**config.mk**
```make
export PLATFORM = sky130hd
export DESIGN_NAME = al422_bam_multi_flat
export DESIGN_NICKNAME = d
export VERILOG_FILES = /design/src/rtl/al422_bam_pkg.sv /design/src/rtl/al422_bam_multi_if.sv /design/src/rtl/al422_bam_timer.sv /design/src/rtl/al422_bam_multi.sv /design/src/flat_wrapper.sv
export SDC_FILE = /design/constraint.sdc
export NUM_CORES = 1
export LEC_CHECK = 0
export ABC_AREA = 1
export CORE_UTILIZATION = 43
export DETAILED_ROUTE_END_ITERATION = 8
export PLACE_DENSITY = 0.6
export SYNTH_ARGS = -nofsm -noshare
export SYNTH_HDL_FRONTEND = slang
export SYNTH_SLANG_ARGS = --single-unit
```
**constraint.sdc**
```tcl
create_clock -name in_clk -period 5.08 [get_ports in_clk]
set_input_delay 1.016 -clock in_clk [delete_from_list [all_inputs] [get_ports in_clk]]
set_output_delay 1.016 -clock in_clk [all_outputs]
set_load 0.02 [all_outputs]
```
**src/rtl/al422_bam_pkg.sv**
```systemverilog
// Shared FSM states, FIFO lane bit offsets and on-time width helper for the AL422 BAM driver.
package al422_bam_pkg;

  typedef enum logic [2:0] {FRST, SHIFT_LO, SHIFT_HI, BLANK, LATCH, DISPLAY} state_e;

  localparam int RGB1_LSB = 0;
  localparam int RGB2_LSB = 3;

  // Bits needed to hold the longest on-time, BASE_TICKS << (BAM_BITS-1).
  function automatic int on_time_width(input int base, input int bam);
    return $clog2((base << (bam - 1)) + 1);
  endfunction

endpackage

```
**src/rtl/al422_bam_multi_if.sv**
```systemverilog
// FIFO read port and HUB75 panel signals; master is the driver, slave is FIFO plus panel.
interface al422_bam_multi_if #(
  parameter int CHAINS   = 1,
  parameter int ROW_BITS = 4
);
  logic [8*CHAINS-1:0]  in_data;
`ifdef AL422_BAM_MULTI_BRIGHTNESS_EN
  logic [7:0]           brightness;
`endif
  logic                 al422_re_out;
  logic                 al422_nrst_out;
  logic                 led_clk_out;
  logic                 led_lat_out;
  logic                 led_oe_out;
  logic [ROW_BITS-1:0]  led_row;
  logic [3*CHAINS-1:0]  rgb1;
  logic [3*CHAINS-1:0]  rgb2;
  logic                 frame_done;

`ifdef AL422_BAM_MULTI_BRIGHTNESS_EN
  modport master (input in_data, brightness,
                  output al422_re_out, al422_nrst_out, led_clk_out, led_lat_out,
                  led_oe_out, led_row, rgb1, rgb2, frame_done);
  modport slave  (output in_data, brightness,
                  input al422_re_out, al422_nrst_out, led_clk_out, led_lat_out,
                  led_oe_out, led_row, rgb1, rgb2, frame_done);
`else
  modport master (input in_data,
                  output al422_re_out, al422_nrst_out, led_clk_out, led_lat_out,
                  led_oe_out, led_row, rgb1, rgb2, frame_done);
  modport slave  (output in_data,
                  input al422_re_out, al422_nrst_out, led_clk_out, led_lat_out,
                  led_oe_out, led_row, rgb1, rgb2, frame_done);
`endif
endinterface

```
**src/rtl/al422_bam_timer.sv**
```systemverilog
// Loadable down-counter shared by FRST, BLANK and DISPLAY; holds at zero, load wins over count.
module al422_bam_timer #(
  parameter int W       = 8,
  parameter int RST_VAL = 0
) (
  input  logic         clk,
  input  logic         nrst,
  input  logic         load,
  input  logic [W-1:0] load_val,
  output logic [W-1:0] cnt,
  output logic         done
);
  logic [W-1:0] cnt_d, cnt_q;

  always_comb begin
    cnt_d = cnt_q;
    if (load) begin
      cnt_d = load_val;
    end else if (cnt_q != '0) begin
      cnt_d = cnt_q - W'(1);
    end
  end

  always_ff @(posedge clk) begin
    if (!nrst) begin
      cnt_q <= W'(RST_VAL);
    end else begin
      cnt_q <= cnt_d;
    end
  end

  assign cnt  = cnt_q;
  assign done = (cnt_q == '0);
endmodule

```
**src/rtl/al422_bam_multi.sv**
```systemverilog
// AL422 to multi-chain HUB75 BAM driver: column shift, blank, latch, binary-weighted display per row.
// AL422_BAM_MULTI_BRIGHTNESS_EN adds a brightness input that trims each DISPLAY on-time.
module al422_bam_multi
  import al422_bam_pkg::*;
#(
  parameter int COLS       = 64,
  parameter int ROW_BITS   = 4,
  parameter int BAM_BITS   = 6,
  parameter int CHAINS     = 1,
  parameter int BASE_TICKS = 32,
  parameter int DEAD_TICKS = 2
) (
  input  logic              in_clk,
  input  logic              in_nrst,
  al422_bam_multi_if.master bus
);
  localparam int CW  = (COLS > 2) ? $clog2(COLS) : 1;
  localparam int PW  = (BAM_BITS > 1) ? $clog2(BAM_BITS) : 1;
  localparam int OTW = on_time_width(BASE_TICKS, BAM_BITS);
  localparam int DTW = $clog2(DEAD_TICKS + 1);
  localparam int TW  = (OTW > DTW) ? OTW : DTW;

  localparam logic [CW-1:0]       COL_LAST   = CW'(COLS - 1);
  localparam logic [ROW_BITS-1:0] ROW_LAST   = '1;
  localparam logic [PW-1:0]       PLANE_LAST = PW'(BAM_BITS - 1);

  state_e                state_d, state_q;
  logic [CW-1:0]         col_d, col_q;
  logic [ROW_BITS-1:0]   row_d, row_q, led_row_d, led_row_q;
  logic [PW-1:0]         plane_d, plane_q;
  logic [3*CHAINS-1:0]   rgb1_d, rgb1_q, rgb2_d, rgb2_q;
  logic [TW-1:0]         on_d, on_q, on_next, len, tmr_val, tmr_cnt;
  logic                  re_d, re_q, nrst_out_d, nrst_out_q, sclk_d, sclk_q;
  logic                  lat_d, lat_q, oe_d, oe_q, frame_done_d, frame_done_q;
  logic                  tmr_load, tmr_done, disp_on;
  logic                  unused_lane_bits;

  assign len = TW'(BASE_TICKS) << plane_q;

`ifdef AL422_BAM_MULTI_BRIGHTNESS_EN
  logic [TW+8:0] on_prod;
  assign on_prod = (TW+9)'(len) * (TW+9)'({1'b0, bus.brightness} + 9'd1);
  assign on_next = TW'(on_prod >> 8);
`else
  assign on_next = len;
`endif

  al422_bam_timer #(.W(TW), .RST_VAL(1)) u_timer (
    .clk      (in_clk),
    .nrst     (in_nrst),
    .load     (tmr_load),
    .load_val (tmr_val),
    .cnt      (tmr_cnt),
    .done     (tmr_done)
  );

  always_comb begin
    state_d   = state_q;
    col_d     = col_q;
    row_d     = row_q;
    plane_d   = plane_q;
    led_row_d = led_row_q;
    rgb1_d    = rgb1_q;
    rgb2_d    = rgb2_q;
    on_d      = on_q;
    tmr_load  = 1'b0;
    tmr_val   = '0;
    unique case (state_q)
      FRST: if (tmr_done) state_d = SHIFT_LO;
      SHIFT_LO: begin
        state_d = SHIFT_HI;
        for (int c = 0; c < CHAINS; c++) begin
          rgb1_d[3*c +: 3] = bus.in_data[8*c + RGB1_LSB +: 3];
          rgb2_d[3*c +: 3] = bus.in_data[8*c + RGB2_LSB +: 3];
        end
      end
      SHIFT_HI: begin
        if (col_q == COL_LAST) begin
          col_d    = '0;
          state_d  = BLANK;
          tmr_load = 1'b1;
          tmr_val  = TW'(DEAD_TICKS - 1);
        end else begin
          col_d   = col_q + CW'(1);
          state_d = SHIFT_LO;
        end
      end
      BLANK: begin
        if (tmr_done) begin
          state_d = LATCH;
          on_d    = on_next;
        end
      end
      LATCH: begin
        state_d  = DISPLAY;
        tmr_load = 1'b1;
        tmr_val  = len - TW'(1);
      end
      DISPLAY: begin
        if (tmr_done) begin
          state_d = SHIFT_LO;
          if (row_q == ROW_LAST) begin
            row_d = '0;
            if (plane_q == PLANE_LAST) begin
              plane_d  = '0;
              state_d  = FRST;
              tmr_load = 1'b1;
              tmr_val  = TW'(1);
            end else begin
              plane_d = plane_q + PW'(1);
            end
          end else begin
            row_d = row_q + ROW_BITS'(1);
          end
        end
      end
      default: state_d = FRST;
    endcase

    if (state_d == LATCH) led_row_d = row_q;

    // Next DISPLAY tick is len - tmr_cnt; it is lit while that tick is below on_q.
    disp_on = (state_q == DISPLAY) ? (({1'b0, tmr_cnt} + {1'b0, on_q}) > {1'b0, len})
                                   : (on_q != '0);

    re_d         = (state_d != SHIFT_LO);
    nrst_out_d   = (state_d != FRST);
    sclk_d       = (state_d == SHIFT_HI);
    lat_d        = (state_d == LATCH);
    oe_d         = !((state_d == DISPLAY) && disp_on);
    frame_done_d = (state_q == DISPLAY) && (state_d == FRST);
  end

  always_ff @(posedge in_clk) begin
    if (!in_nrst) begin
      state_q      <= FRST;
      col_q        <= '0;
      row_q        <= '0;
      plane_q      <= '0;
      led_row_q    <= '0;
      rgb1_q       <= '0;
      rgb2_q       <= '0;
      on_q         <= '0;
      re_q         <= 1'b1;
      nrst_out_q   <= 1'b0;
      sclk_q       <= 1'b0;
      lat_q        <= 1'b0;
      oe_q         <= 1'b1;
      frame_done_q <= 1'b0;
    end else begin
      state_q      <= state_d;
      col_q        <= col_d;
      row_q        <= row_d;
      plane_q      <= plane_d;
      led_row_q    <= led_row_d;
      rgb1_q       <= rgb1_d;
      rgb2_q       <= rgb2_d;
      on_q         <= on_d;
      re_q         <= re_d;
      nrst_out_q   <= nrst_out_d;
      sclk_q       <= sclk_d;
      lat_q        <= lat_d;
      oe_q         <= oe_d;
      frame_done_q <= frame_done_d;
    end
  end

  // Lane bits [7:6] carry nothing for the panel.
  assign unused_lane_bits = ^bus.in_data;

  assign bus.al422_re_out   = re_q;
  assign bus.al422_nrst_out = nrst_out_q;
  assign bus.led_clk_out    = sclk_q;
  assign bus.led_lat_out    = lat_q;
  assign bus.led_oe_out     = oe_q;
  assign bus.led_row        = led_row_q;
  assign bus.rgb1           = rgb1_q;
  assign bus.rgb2           = rgb2_q;
  assign bus.frame_done     = frame_done_q;
endmodule

```
**src/flat_wrapper.sv**
```systemverilog
// flat-port wrapper written by rule: the top's interface ports become plain ports
module al422_bam_multi_flat import al422_bam_pkg::*;
#(
  parameter int COLS       = 64,
  parameter int ROW_BITS   = 4,
  parameter int BAM_BITS   = 6,
  parameter int CHAINS     = 1,
  parameter int BASE_TICKS = 32,
  parameter int DEAD_TICKS = 2
)
  (in_clk, in_nrst, bus_in_data, bus_al422_re_out, bus_al422_nrst_out, bus_led_clk_out, bus_led_lat_out, bus_led_oe_out, bus_led_row, bus_rgb1, bus_rgb2, bus_frame_done);
  al422_bam_multi_if #(.CHAINS(CHAINS), .ROW_BITS(ROW_BITS)) bus_i ();
  input  logic in_clk;
  input  logic in_nrst;
  input wire logic [$bits(bus_i.in_data)-1:0] bus_in_data;
  output wire logic [$bits(bus_i.al422_re_out)-1:0] bus_al422_re_out;
  output wire logic [$bits(bus_i.al422_nrst_out)-1:0] bus_al422_nrst_out;
  output wire logic [$bits(bus_i.led_clk_out)-1:0] bus_led_clk_out;
  output wire logic [$bits(bus_i.led_lat_out)-1:0] bus_led_lat_out;
  output wire logic [$bits(bus_i.led_oe_out)-1:0] bus_led_oe_out;
  output wire logic [$bits(bus_i.led_row)-1:0] bus_led_row;
  output wire logic [$bits(bus_i.rgb1)-1:0] bus_rgb1;
  output wire logic [$bits(bus_i.rgb2)-1:0] bus_rgb2;
  output wire logic [$bits(bus_i.frame_done)-1:0] bus_frame_done;
  assign bus_i.in_data = bus_in_data;
  assign bus_al422_re_out = bus_i.al422_re_out;
  assign bus_al422_nrst_out = bus_i.al422_nrst_out;
  assign bus_led_clk_out = bus_i.led_clk_out;
  assign bus_led_lat_out = bus_i.led_lat_out;
  assign bus_led_oe_out = bus_i.led_oe_out;
  assign bus_led_row = bus_i.led_row;
  assign bus_rgb1 = bus_i.rgb1;
  assign bus_rgb2 = bus_i.rgb2;
  assign bus_frame_done = bus_i.frame_done;
  al422_bam_multi #(.COLS(COLS), .ROW_BITS(ROW_BITS), .BAM_BITS(BAM_BITS), .CHAINS(CHAINS), .BASE_TICKS(BASE_TICKS), .DEAD_TICKS(DEAD_TICKS)) u_core (.in_clk(in_clk), .in_nrst(in_nrst), .bus(bus_i));
endmodule
```
Yosys cells after proc, flatten, opt, wreduce, memory -nomap -nowiden
Index checks and enable logic that the tools add are counted.

operators by class
  add/sub/neg operators = 6
  magnitude comparators = 1
  equal/unequal tests = 12
  shift operators = 1
  mux-type cells = 23
  reduce and logical (&&, ||, !) cells = 13

operator list
  operator                                             number
  two-way mux 11 bit                                   4
  one-hot mux 11 bit (3 select lines)                  1
  nonzero test 11 bit                                  2
  subtractor 11 x 1 -> 11 bit, second input constant   2
  one-hot mux 3 bit (6 select lines)                   1
  equality test 3 bit, second input constant           5
  two-way mux 3 bit                                    5
  adder 11 x 11 -> 12 bit                              1
  greater-than comparator 12 x 11 -> 1 bit             1
  zero test 11 bit                                     1
  left shift 6 x 3 -> 11 bit, first input constant     1
  equality test 3 x 2 -> 1 bit, second input constant  3
  two-way mux 1 bit                                    8
  adder 6 x 1 -> 6 bit, second input constant          1
  equality test 6 bit, second input constant           1
  zero test 3 bit                                      2
  two-way mux 6 bit                                    1
  adder 4 x 1 -> 4 bit, second input constant          1
  equality test 4 bit, second input constant           1
  two-way mux 4 bit                                    1
  AND reduction 2 bit                                  2
  adder 3 x 1 -> 3 bit, second input constant          1
  equality test 3 x 1 -> 1 bit, second input constant  1
  != test 3 x 1 -> 1 bit, second input constant        1
  other kinds (7)                                      8

storage, ports and cells
  flip-flop bits (word level) = 54
  output and inout bits = 16

Logic depth before layout (Yosys ltp)
Gate-level depths: netlist of the first run.

  word-level depth = 8
  depth in mapped cells = 16
  mapped depth without buffers = 16

Hierarchy
A second synthesis of the first run with hierarchy kept.

second synthesis, totals
  cells, all modules = 384
  area total of the unflattened synthesis = 2763.9 µm²

by module, submodules not included
  module           times used  cells each  area each (µm²)  seq. area each (µm²)
  al422_bam_multi  1           268         2030.7           760.7
  al422_bam_timer  1           116         733.2            220.2

Worst setup path after synthesis of the first run
Ideal clock, no wire load.

  path kind = register -> register
  start point = register u_core.u_timer.cnt_q[5] (netlist: u_core.u_timer.cnt[5])
  end point = register u_core.oe_q (netlist: u_core.bus.led_oe_out)
  library setup time = 121 ps
  data arrival time = 1982 ps
  data required time = 4959 ps
  slack = 2977 ps
  stages on the path, launching flop included = 16
  buffers on the path = 0
  cell sequence = dfxtp_1 -> ha_1 -> fa_1 -> nand3_1 -> nand2_1 -> xor2_1 -> ha_1 -> nand2_1 -> inv_1 -> nand2_1 -> nand2_1 -> nand2_1 -> nand2_1 -> nand2_1 -> nand2_1 -> nand3_1

on the way
  word-level cells in the longest chain between the ends = 6
  elaborated cells between the ends (all ways) = 11
  classes of those cells = add/sub: 1; order compare: 1; eq/ne: 1; mux: 5; reduce/logical: 3

ends and longest elaborated chain
  element                                                          RTL line                text
  start, declared                                                  al422_bam_timer.sv:13   logic [W-1:0] cnt_d, cnt_q;
  start signal, assigned                                           al422_bam_timer.sv:26   cnt_q <= W'(RST_VAL);
  start signal, assigned                                           al422_bam_timer.sv:28   cnt_q <= cnt_d;
  branches (longest 4 deep; another with adder 11 x 11 -> 12 bit)  -
  logical AND 1 bit *                                              al422_bam_multi.sv:130  oe_d = !((state_d == DISPLAY) && disp_on);
  zero test 1 bit *                                                al422_bam_multi.sv:130
  end signal, assigned                                             al422_bam_multi.sv:148  oe_q <= 1'b1;
  end signal, assigned                                             al422_bam_multi.sv:163  oe_q <= oe_d;
  end, declared                                                    al422_bam_multi.sv:34   logic lat_d, lat_q, oe_d, oe_q, frame_done_d, frame_done_q;

Every way passes the cells marked *.
A chain may end at the register's enable or synchronous reset.

Final worst setup path of the first run
Ends and elaborated chain as after synthesis.

==> results of run 1 <==
[cells in the mapped netlist]
master / n
nand2_1: 70
dfxtp_1: 49
a21o_1: 1
nor3_4: 1
or2_2: 1
o21ai_0: 27
nand3_1: 23
xnor2_1: 6
a21oi_1: 32
a211oi_1: 1
clkinv_1: 1
buf_2: 1
a31oi_1: 3
nand2_4: 2
clkbuf_1: 4
or2_0: 1
nor2_1: 45
nand4_1: 6
buf_4: 1
xor2_1: 5
fa_1: 1
nand3_2: 4
ha_1: 17
nor3_1: 5
nor2_8: 1
nor3_2: 2
nand3b_1: 2
or2_1: 1
nand2_2: 3
o211ai_1: 1
o22ai_1: 1
inv_1: 41
nor2_4: 2
inv_2: 6
nor2_2: 4
o21ai_1: 1
nor3b_1: 1
[logic make-up after synthesis]
logic type | Yosys count
compound gates | 67
xor+xnor | 11
fa+ha+maj | 18
buf+inv | 54
flops | 49
simple gates | 174
[layout by cell type (no fill, tap or decap), drive strengths merged, types with 2 or more instances in the layout]
cell type and n:
xor2 5, nand3b 2, clkinv 2, nor2 52, o21ai 28, ha 17, nor3 8, or2 3
nand2 75, nand4 6, xnor2 6, nand3 27, clkdlybuf4s50 23, a21oi 32, inv 48, a31oi 3
dfxtp 49, clkbuf 5
[per-stage QoR]
stage	area, sq um	cells
floorplan	2700	373
global placement	3010	466
detailed placement	3010	466
CTS	3120	474
global route	3120	474
finish	3120	474
[report_power, final]
part           internal [W]  switching [W]  leakage (nW)
clock network      0.000148       0.000138        0.0585
registers          0.000446      0.0000624         0.397
logic              0.000226       0.000328         0.987
total              0.000820       0.000528          1.44
[registers in the layout, indices dropped and copies added (netlist names), 3 cells and up]
| register | count |
|---|---|
| u_core.plane_q | 3 |
| u_core.on_q | 6 |
| u_core.bus.led_row | 4 |
| u_core.row_q | 4 |
| u_core.bus.rgb2 | 3 |
| u_core.state_q | 3 |
| u_core.u_timer.cnt | 11 |
| u_core.bus.rgb1 | 3 |
| u_core.col_q | 6 |
[worst max-delay path, cell delays in order (launching register included)]
cell and delay, ns:
dfxtp_1 0.38, ha_1 0.26, fa_1 0.46, nand3_1 0.09, nand2_1 0.09, xor2_1 0.15
ha_1 0.29, nand2_1 0.06, inv_1 0.07, nand2_1 0.05, nand2_1 0.05, nand2_1 0.04
nand2_1 0.05, nand2_1 0.05, nand2_1 0.08, nand3_1 0.06
[final cells by class]
cell class,count,share of cell area [%]
multi-input cells,270,48.5
repair buffers,24,7.62
well taps,75,3.01
flip-flops and latches,49,31.5
clock inverters,3,1.40
inverters,48,5.78
clock buffers,5,2.21
[routing by layer]
layer | vias up | track usage [%]
met5 | - | 0
met4 | 0 | 4.29
met3 | 6 | 3.60
met2 | 29 | 31.3
met1 | 1093 | 25.9
li1 | 1268 | -
[final timing paths]
kind                                           start                                to  slack [ns]  cells after the start
setup reg to reg  u_core.u_timer.cnt[5]$_SDFFE_PN0P_  u_core.bus.led_oe_out$_SDFF_PN1_        2.74                     15
setup / recovery  u_core.u_timer.cnt[5]$_SDFFE_PN0P_  u_core.bus.led_oe_out$_SDFF_PN1_        2.74                     15
hold reg to reg         u_core.col_q[4]$_SDFFE_PN0P_      u_core.col_q[4]$_SDFFE_PN0P_        0.45                      2
hold / removal          u_core.col_q[4]$_SDFFE_PN0P_      u_core.col_q[4]$_SDFFE_PN0P_        0.45                      2
==> impl_metrics.py, run 1 <==
metrics = {
    "finish": {
        "post-route-util_pct": 52.0,
        "nets": 426,
        "layout.filler_cells": 596,
        "layout-drive-gt1-share_pct": 8.77,
        "multi_input_area_sq_um": 1510,
        "seq_area_sq_um": 981,
        "insertedDiodeCount": 0,
        "area_growth_syn_to_layout_pct": 15.4,
    },
    "yosys": {
        "synth_area_per_cell_sq_um": 7.24,
        "post-synth-top-area-cell": "dfxtp_1",
        "synth_sequential_area_ratio_pct": 36.3,
        "post_synth_mux_area_share_pct": 0,
        "syn-cell-area_sq_um": 2700,
        "synth_adder_area_share_pct": 8.62,
        "synth_cells": 373,
        "yosys_register_bits": 49,
        "post_synth_and_or_nand_nor_area_fraction_pct": 30.9,
        "synth.top_cells.by_area": "dfxtp_1 36%, nand2_1 9.7%, ha_1 7.9%",
        "compound_cell_area_share_of_the_yosys_netlist_pct": 12.9,
        "combinational_family_with_the_most_area_after_synthesis": "simple AND/OR/NAND/NOR gates",
        "netlist.area_leader.share_pct": 36.3,
        "syn_nets": 401,
        "synth_xor_xnor_area_share_pct": 3.57,
        "synth_warnings": 0,
        "synth.lib_cells_used.distinct": 37,
    },
    "sta": {
        "final_min_period_over_clock_period_pct": 46.1,
        "grt_setup_unrepaired": "no",
        "timing.final.max_slew_violations": 0,
        "setup-violations-final": 0,
        "min_period_ns": 2.34,
        "final_critical_path_setup_slack_ns": 2.74,
        "max_slew_margin_pct": 66.9,
        "final.hold.worst_slack_ns": 0.452,
        "achievable-frequency_ghz": 0.427,
        "finalHoldViolCount": 0,
        "totalNegativeSetupSlack_ns": 0,
        "skew_ns": 0.00547,
        "timing_worst_slew_pin_value_ns": 0.494,
    },
    "routing": {
        "ant_nets": 0,
        "detail_route.first_pass.iterations": 4,
        "detail_route.drc_violations": 0,
        "drtIter0Drc": 116,
        "total_length_of_routed_met2_wires_um": 2610,
        "post_drt_via_cell_ratio": 5.05,
        "total_routed_wire_length_on_the_met1_layer_um": 2810,
        "routed-wl-met3_um": 171,
        "highest_layer": "met4",
        "detailroute.via_count": 2396,
        "routedWlPerCell_um": 11.9,
        "postRouteWirelength_um": 5650,
    },
    "critical_path": {
        "critical_path_class": "flop to flop",
        "timing.critical_path.fanout_max": 5,
        "cp.required_ns": 5.28,
        "critical_path.endpoint_type": "flop",
        "worst_setup_path_start_kind": "flop",
        "worstPathArrival_ns": 2.54,
    },
    "floorplan": {
        "fp.dieH_um": 81.3,
        "core-area_sq_um": 5990,
        "floorplan.initialDensity_pct": 45.1,
        "ios": 26,
        "fp.dieArea_sq_um": 6600,
        "fp.dieW_um": 81.3,
        "rows": 28,
    },
    "clock_tree": {
        "cts.reportedPaths.clkPinSlew_ns": 0.09,
        "clk_path_buf_depth": 2,
        "htree_levels": 2,
        "hold_buffers": 0,
        "cts.repair.resized": 0,
        "cts.sink_count": 49,
        "number_of_setup_buffers_added_after_cts": 0,
        "cts_made_buffers": 5,
        "worst_skew_pair.late_latency_ns": 0.30,
        "cts_root_buffer": "clkbuf_8",
        "tritoncts": "yes",
    },
    "global_routing": {
        "largest_net_degree_at_the_start_of_global_routing": 31,
        "grt_antenna_before_repair": 0,
        "grtUsageTotal_pct": 19.1,
        "grt-ovfl-total": 0,
        "grt_first_pass_wirelength_um": 9790,
        "first_global_vias": 2176,
    },
    "placement": {
        "dp_hpwl_um": 4270,
        "detailedPlace.worstSlack_ns": 2.61,
        "buffer_ports.inserted": 23,
        "gpl.final_weighted_congestion": 0.805,
    },
    "run_status": {
        "status": "finished clean",
    },
    "job": {
        "max_cap_violations": 0,
    },
    "pwr": {
        "power.leakage_nw": 1.44,
        "total_power_w": 0.00135,
        "ir_worst_vdd_mv": 0.265,
        "power_per_cell_area_nw_per_um2": 432,
    },
    "worst_hold_path": {
        "hp-class": "flop to flop",
    },
}
No activity file was read; power rests on OpenSTA's default activity.
==> run 2: changes to the inputs <==
Settings changed: PLACE_DENSITY 0.6 to 0.62.
Clock period 5.08 ns to 1.95 ns, I/O delays scaled along.
==> run 2 against run 1 <==
  * The run now ends with negative setup slack left
  * Worst hold slack lost 0.0079 ns
  * Routed wire length grew 4.2%
  * Final area grew 4.9%
  * First-iteration DRC count shrank 3.4%
  * Power grew to 2.6 times the previous value
  * Final cell count grew 3.8%
  * Critical path depth is the same
  * Die area is the same
  * Clock power grew 110%
==> impl_metrics.py, run 2 (same netlist as run 1, synthesis figures left out) <==
metrics = {
    "floorplan": {
        "rows": 28,
        "core-area_sq_um": 5990,
        "fp.dieArea_sq_um": 6600,
        "ios": 26,
        "fp.dieH_um": 81.3,
        "fp.dieW_um": 81.3,
        "floorplan.initialDensity_pct": 45.1,
    },
    "sta": {
        "skew_ns": 0.00459,
        "min_period_ns": 2.06,
        "final_min_period_over_clock_period_pct": 105,
        "setup-violations-final": 1,
        "achievable-frequency_ghz": 0.486,
        "timing.final.max_slew_violations": 0,
        "final_critical_path_setup_slack_ns": -0.107,
        "timing_worst_slew_pin_value_ns": 0.487,
        "max_slew_margin_pct": 67.3,
        "grt_setup_unrepaired": "yes",
        "totalNegativeSetupSlack_ns": -0.107,
        "finalHoldViolCount": 0,
    },
    "routing": {
        "detail_route.drc_violations": 0,
        "post_drt_via_cell_ratio": 4.93,
        "routedWlPerCell_um": 12.0,
        "detail_route.first_pass.iterations": 4,
        "postRouteWirelength_um": 5890,
        "drtIter0Drc": 112,
        "detailroute.via_count": 2425,
        "ant_nets": 0,
    },
    "worst_hold_path": {
        "hold-path-endpoint": "u_core.bus.led_row[0]$_SDFFE_PN0P_",
        "hold_path_startpoint": "u_core.bus.led_row[0]$_SDFFE_PN0P_",
        "timing.hold.worst_path_depth": 2,
        "hp-class": "flop to flop",
    },
    "finish": {
        "largest_register_ffs": 11,
        "insertedDiodeCount": 0,
        "final-instance-count-excl-fill": 492,
        "final_common_cell": "nand2_1",
        "layout-drive-gt1-share_pct": 14.6,
        "seq_area_sq_um": 983,
        "layout.filler_cells": 594,
        "multi_input_area_sq_um": 1560,
        "nets": 444,
        "area_growth_syn_to_layout_pct": 21.0,
        "most-common-layout-cells": "69 x nand2_1, 47 x dfxtp_1, 45 x nor2_1",
    },
    "critical_path": {
        "cp.required_ns": 2.14,
        "critical_path.endpoint_type": "flop",
        "worstPathArrival_ns": 2.25,
        "reg_to_reg_critical_path_startpoint": "u_core.u_timer.cnt[5]$_SDFFE_PN0P_",
        "timing.critical_path.fanout_max": 2,
        "critical_path.reg2reg.endpoint": "u_core.bus.led_oe_out$_SDFF_PN1_",
        "critical_path_class": "flop to flop",
        "setup.reg_to_reg.worst_slack_ns": -0.11,
        "reg2reg_depth": 15,
        "worst_setup_path_start_kind": "flop",
    },
    "job": {
        "max_cap_violations": 0,
    },
    "clock_tree": {
        "worst_skew_pair.late_latency_ns": 0.30,
        "hold_buffers": 0,
        "tritoncts": "yes",
        "cts.reportedPaths.clkPinSlew_ns": 0.09,
        "clk_path_buf_depth": 2,
        "htree_levels": 2,
        "cts_root_buffer": "clkbuf_8",
        "cts_made_buffers": 5,
        "cts.sink_count": 49,
    },
    "placement": {
        "dp_cells": 483,
        "dp_hpwl_um": 4500,
        "buffer_ports.inserted": 23,
        "gpl.final_weighted_congestion": 0.832,
    },
    "global_routing": {
        "grtUsageTotal_pct": 19.6,
        "first_global_vias": 2216,
        "largest_net_degree_at_the_start_of_global_routing": 18,
        "grt_antenna_before_repair": 0,
        "grt_first_pass_wirelength_um": 9990,
        "grt-ovfl-total": 0,
    },
    "run_status": {
        "status": "complete, but fails checks",
        "failed_checks": "negative setup slack",
    },
    "pwr": {
        "ir_worst_vdd_mv": 0.684,
        "power.leakage_nw": 1.50,
        "power_per_cell_area_nw_per_um2": 1070,
    },
}
run 2: metrics by stage:
| stage | power, W | hold slack, ns | instance area, sq um | setup slack, ns | utilization (%) |
|---|---|---|---|---|---|
| floorplan | 0.00245 | 0.424 | 2710 | 0.00802 | - |
| global placement | 0.00285 | 0.431 | 3140 | -0.0881 | 52.4 |
| detailed placement | 0.00289 | 0.435 | 3140 | -0.138 | 52.4 |
| CTS | 0.00352 | 0.449 | 3250 | -0.152 | 54.3 |
| global route | 0.00379 | 0.467 | 3270 | -0.273 | 54.6 |
| finish | 0.00349 | 0.444 | 3270 | -0.107 | 54.6 |
run 2: final cells by class:
class	count	share of cell area [%]
clock buffers	7	2.33
clock inverters	1	0.230
inverters	48	5.51
multi-input cells	270	47.6
flip-flops and latches	49	30.1
well taps	75	2.87
repair buffers	42	11.4
run 2: worst max-delay path, stage by stage (launching register included):
cell     delay [ns]
dfxtp_2        0.35
ha_4           0.16
fa_2           0.36
xor2_1         0.16
ha_1           0.31
nand3_2        0.07
nand2_1        0.06
inv_1          0.03
nand2_1        0.06
nand2_1        0.05
nand2_1        0.05
nand2_1        0.04
nand2_1        0.05
nand2_1        0.05
nand2_1        0.07
nand3_1        0.07
run 2: power by group:
part	switching [W]	internal [W]	total [W]	leakage, nW
sequential	0.000135	0.00116	0.00130	0.398
combinational	0.000917	0.000684	0.00160	1.07
clock	0.000340	0.000255	0.000595	0.0385
total	0.00139	0.00210	0.00349	1.50
run 2: worst max-delay path by stage:
stage / to / from / slack [ns] / cells past startpoint
6_report: u_core.bus.led_oe_out$_SDFF_PN1_ / u_core.u_timer.cnt[5]$_SDFFE_PN0P_ / -0.11 / 15
5_1_grt: u_core.bus.led_oe_out$_SDFF_PN1_ / u_core.on_q[5]$_SDFFE_PN0P_ / -0.27 / 15
4_1_cts: u_core.bus.led_oe_out$_SDFF_PN1_ / u_core.u_timer.cnt[5]$_SDFFE_PN0P_ / -0.15 / 15
3_5_place_dp: u_core.bus.led_oe_out$_SDFF_PN1_ / u_core.on_q[5]$_SDFFE_PN0P_ / -0.14 / 15
3_3_place_gp: u_core.bus.led_oe_out$_SDFF_PN1_ / u_core.u_timer.cnt[5]$_SDFFE_PN0P_ / -0.09 / 15
2_1_floorplan: u_core.bus.led_oe_out$_SDFF_PN1_ / u_core.u_timer.cnt[5]$_SDFFE_PN0P_ / 0.008 / 15
run 2: what timing repair did:
item	in CTS	in global routing
pin swaps	8	1
setup buffers	1	0
endpoints found under the setup margin	1	11
gates resized for setup	6	3
run 2: metal layers:
layer | global-route usage, % | up-vias | wire (um)
met3 | 3.48 | 8 | 109
met4 | 5.36 | 0 | 74
met2 | 32.8 | 20 | 2710
li1 | - | 1309 | -
met1 | 25.7 | 1088 | 2990
met5 | 0 | - | 0
